[config.mk]
export PLATFORM = sky130hd
export DESIGN_NAME = i2c_bus_frontend
export DESIGN_NICKNAME = d
export VERILOG_FILES = /design/src/rtl/i2c_bus_frontend.sv
export SDC_FILE = /design/constraint.sdc
export NUM_CORES = 1
export LEC_CHECK = 0
export CAP_MARGIN = 20
export CORE_MARGIN = 2
export CORE_UTILIZATION = 37
export DETAILED_ROUTE_END_ITERATION = 10
export HOLD_SLACK_MARGIN = 0.05
export RECOVER_POWER = 100
export SYNTH_ARGS = -nofsm -noshare
export SYNTH_HDL_FRONTEND = slang
export SYNTH_SLANG_ARGS = --single-unit
[constraint.sdc]
create_clock -name clk -period 6.2 [get_ports clk]
set_clock_uncertainty 0.15 [all_clocks]
set_input_delay 0.62 -clock clk [delete_from_list [all_inputs] [get_ports clk]]
set_output_delay 0.62 -clock clk [all_outputs]
set_load 0.02 [all_outputs]
[src/rtl/i2c_bus_frontend.sv]
// i2c_bus_frontend: synchronise, deglitch and decode the raw I2C pins for i2c_slave
module i2c_bus_frontend #(
   parameter int SYNC_STAGES    = 2,
   parameter int FILTER_CYCLES  = 4,
   parameter int TIMEOUT_CYCLES = 2_500_000
) (
   input  logic clk,
   input  logic rst_n,
   input  logic scl_i,
   input  logic sda_i,
   output logic scl_f,
   output logic sda_f,
   output logic scl_rise,
   output logic scl_fall,
   output logic start_det,
   output logic stop_det,
   output logic bus_busy,
   output logic timeout
);
   localparam int FW = $clog2(FILTER_CYCLES + 1);
   localparam int WW = $clog2(TIMEOUT_CYCLES + 1);
   logic [SYNC_STAGES-1:0] scl_s, sda_s;
   logic [FW-1:0] scl_cnt, sda_cnt;
   logic [WW-1:0] wd_cnt;
   logic scl_y, sda_y, scl_d, sda_d, start_c, stop_c, wd_hit;
   assign scl_y   = scl_s[SYNC_STAGES-1];
   assign sda_y   = sda_s[SYNC_STAGES-1];
   assign start_c = scl_f & scl_d & sda_d & ~sda_f;
   assign stop_c  = scl_f & scl_d & ~sda_d & sda_f;
   assign wd_hit  = bus_busy & ~scl_f & (wd_cnt == WW'(TIMEOUT_CYCLES - 1));
   // bring both pins into the clk domain; idle bus (high) out of reset
   always_ff @(posedge clk)
      if (!rst_n) begin
         scl_s <= '1;
         sda_s <= '1;
      end else begin
         scl_s <= {scl_s[SYNC_STAGES-2:0], scl_i};
         sda_s <= {sda_s[SYNC_STAGES-2:0], sda_i};
      end
   // SCL deglitch: follow the synced level only after it differs for FILTER_CYCLES edges
   always_ff @(posedge clk)
      if (!rst_n) begin
         scl_f   <= 1'b1;
         scl_cnt <= '0;
      end else if (scl_y == scl_f) scl_cnt <= '0;
      else if (scl_cnt == FW'(FILTER_CYCLES - 1)) begin
         scl_f   <= scl_y;
         scl_cnt <= '0;
      end else scl_cnt <= scl_cnt + 1'b1;
   // SDA deglitch, same rule as SCL
   always_ff @(posedge clk)
      if (!rst_n) begin
         sda_f   <= 1'b1;
         sda_cnt <= '0;
      end else if (sda_y == sda_f) sda_cnt <= '0;
      else if (sda_cnt == FW'(FILTER_CYCLES - 1)) begin
         sda_f   <= sda_y;
         sda_cnt <= '0;
      end else sda_cnt <= sda_cnt + 1'b1;
   // edge/condition strobes, bus ownership and the SCL-stuck-low watchdog
   always_ff @(posedge clk)
      if (!rst_n) begin
         scl_d     <= 1'b1;
         sda_d     <= 1'b1;
         scl_rise  <= 1'b0;
         scl_fall  <= 1'b0;
         start_det <= 1'b0;
         stop_det  <= 1'b0;
         bus_busy  <= 1'b0;
         timeout   <= 1'b0;
         wd_cnt    <= '0;
      end else begin
         scl_d     <= scl_f;
         sda_d     <= sda_f;
         scl_rise  <= scl_f & ~scl_d;
         scl_fall  <= ~scl_f & scl_d;
         start_det <= start_c;
         stop_det  <= stop_c;
         timeout   <= wd_hit;
         bus_busy  <= start_c | (bus_busy & ~stop_c & ~wd_hit);
         wd_cnt    <= (bus_busy & ~scl_f & ~wd_hit) ? wd_cnt + 1'b1 : '0;
      end
endmodule

==> metrics.cfg <==
[run_status]
status=finished clean

[critical_path]
cpPeakStageDelay_ps=700
start_kind=input port
path_cells=dlygate4sd3_1 > nor2b_1 > nand2_1 > o21bai_1 > clkbuf_1 > nor2_1
worstSetupEndpointType=flop
reg2reg_depth=5
cp.arrival_ps=2580
crit_slowest_cell=dlygate4sd3_1
critPathMaxFanout=21
crit_required_ps=6200
worst-setup-path-type=input port to flop

[timing]
setup_ws_ps=3620
timing.setup.tns_ps=0
hold_violations=0
drv_slew=0
relSlewSlack=0.400
rsz0062_at_grt=false
tightestPinTransition_ps=900
setup_violations=0
finalCritPeriodShare=0.416
fmax_mhz=387
layout_min_cycle_time_ps=2580

[logic_synthesis]
synth-simple-area-share=0.270
synthMuxAreaShare=0.0118
synth_area_um2=1700
synth_nets=197
syn_area_per_cell_um2=9.04
synth-seq-cells=42
yosys.area_share.adder=0.0368
yosysWarnings=0
syn_inst=188
async_reset_ff_frac=0
synthXorXnorAreaFrac=0.0773
synth_edf_count=0
synth_top_family_by_area=simple AND/OR/NAND/NOR gates
synth-main-ff-cell=dfxtp_1
yosysUniqueCellTypes=33
synth_compound_area_frac=0.0641
synth_seq_area_share=0.495

[die]
dieArea_um2=5150
die_h_um=71.8
io_pins=12
core_area_um2=4380
die_w_um=71.8
placementRows=24
start_util=0.388

[cells_and_area]
area_growth_pct=14.7
drive_gt1_frac=0.0400
fillers=432
fin_nets=208
diodes=0
fin_cells=252

[clock_tree]
ctsResizeCount=0
clockBufferDepth=2
path_clk_slew_ps=80
clk_latency_ps=300
cts_max_level=2
clock-sinks=42
post_cts_buffers=0
cts_tree=yes
cts_hold_buf=0
cts_root_buf=clkbuf_8
cts_buffers=5

[worst_hold_path]
holdPathStages=1
hp-class=flop to flop

[place]
port-buffer-count=11
pre_cts_ws_ps=3720
dp.cells=244
gp_congestion=0.778
place_hpwl_mm=2.05

[global_routing]
grt_overflow=0
grt_pass1_vias=1163
track_usage=0.132
grt_pass1_wl_mm=5.18
antenna_found_initial=0
grt_start_max_net_pins=22

[detailed_routing]
vias=1262
dr.pass1.iters=4
wirelength_mm=2.94
routed_via_density=5.01
wl_per_cell_um=11.6
drtAntennaViolNets=0
drtIter0Drc=43
drc_errors=0

[pwr]
p_leak_nw=0.649
ir_drop_mv=0.126
power_density_nw_per_um2=252

[job]
drv_cap=0

==> stage by stage <==
stage / total power, W / cell area (um2) / util / hold WS [ps]
CTS: 0.000499 / 1950 / 0.445 / 265
finish: 0.000491 / 1950 / 0.444 / 262
global placement: 0.000283 / 1840 / 0.420 / 240
detailed placement: 0.000283 / 1840 / 0.420 / 246
floorplan: 0.000281 / 1700 / - / 236
global route: 0.000510 / 1950 / 0.444 / 299
==> cell type report <==
type,count,area [um2],area share
clock inverters,2,37.5,0.0193
multi-input cells,128,781,0.401
clock buffers,6,72.6,0.0373
inverters,10,37.5,0.0193
well taps,52,65.1,0.0334
repair buffers,12,114,0.0584
flip-flops and latches,42,841,0.432
==> per-layer routing <==
layer  track usage  wire length, um
met2         0.208             1350
met3        0.0464               86
met5             0                0
met1         0.154             1410
met4        0.0818               84
==> cells in the mapped netlist, types with 2 or more instances <==
| master | n | area [um2] |
|---|---|---|
| o21ai_0 | 7 | 35.0 |
| nand2b_1 | 5 | 31.3 |
| mux2i_1 | 2 | 20.0 |
| nor4_1 | 4 | 25.0 |
| ha_1 | 5 | 62.6 |
| nand3b_1 | 3 | 22.5 |
| inv_1 | 10 | 37.5 |
| nor2_1 | 27 | 101 |
| xor2_1 | 4 | 35.0 |
| clkbuf_1 | 2 | 7.51 |
| xnor2_1 | 11 | 96.3 |
| dfxtp_1 | 42 | 841 |
| nor3_1 | 3 | 15.0 |
| o31ai_1 | 2 | 15.0 |
| buf_2 | 4 | 20.0 |
| a21oi_1 | 7 | 35.0 |
| nand2_1 | 12 | 45.0 |
| nand4_1 | 6 | 37.5 |
| or3_1 | 6 | 37.5 |
| or4_1 | 6 | 45.0 |
| nand3_1 | 8 | 40.0 |
==> final timing paths <==
path / startpoint / endpoint / slack (ps)
setup / recovery: rst_n / wd_cnt[9] / 3620
hold / removal: scl_s[0] / scl_s[1] / 260
setup reg to reg: wd_cnt[15] / wd_cnt[9] / 3660
hold reg to reg: scl_s[0] / scl_s[1] / 260
==> critical path: cells and delay by family <==
| family | cells | cell delay [ps] |
|---|---|---|
| buffers and inverters | 2 | 1390 |
| AND/OR/NAND/NOR | 3 | 450 |
| AO/OA/AOI/OAI | 1 | 110 |
==> sequential cells by signal, summed over array words and instances, names as in the netlist, 2 cells and up <==
signal	cells
scl_cnt	3
wd_cnt	22
sda_cnt	3
scl_s	2
sda_s	2
==> logic make-up (layout without fill, tap and decap cells) <==
family          count (synthesis)  in the layout
simple gates                   87             87
flops                          42             42
compound gates                 19             19
buf+inv                        18             30
xor+xnor                       15             15
fa+ha+maj                       5              5
mux                             2              2
==> cells in the final DEF (no fill, tap or decap), types with 2 or more instances in the layout <==
cell	instances
nand2b_1	5
nand2_1	12
clkbuf_8	5
o31ai_1	2
nor2_1	27
ha_1	5
xor2_1	4
a21oi_1	7
clkbuf_1	2
nor3_1	3
or4_1	6
nand4_1	6
or3_1	6
nand3_1	8
o21ai_0	7
nand3b_1	3
clkdlybuf4s50_1	2
nor4_1	4
mux2i_1	2
dlygate4sd3_1	9
xnor2_1	11
dfxtp_1	42
inv_1	10
==> power by group <==
part,switching [W],internal (W)
Combinational,0.00000220,0.00000285
Clock,0.0000941,0.000120
Sequential,0.000000657,0.000271
Total,0.0000969,0.000394
Note: power is estimated with default switching activity, not from simulation.
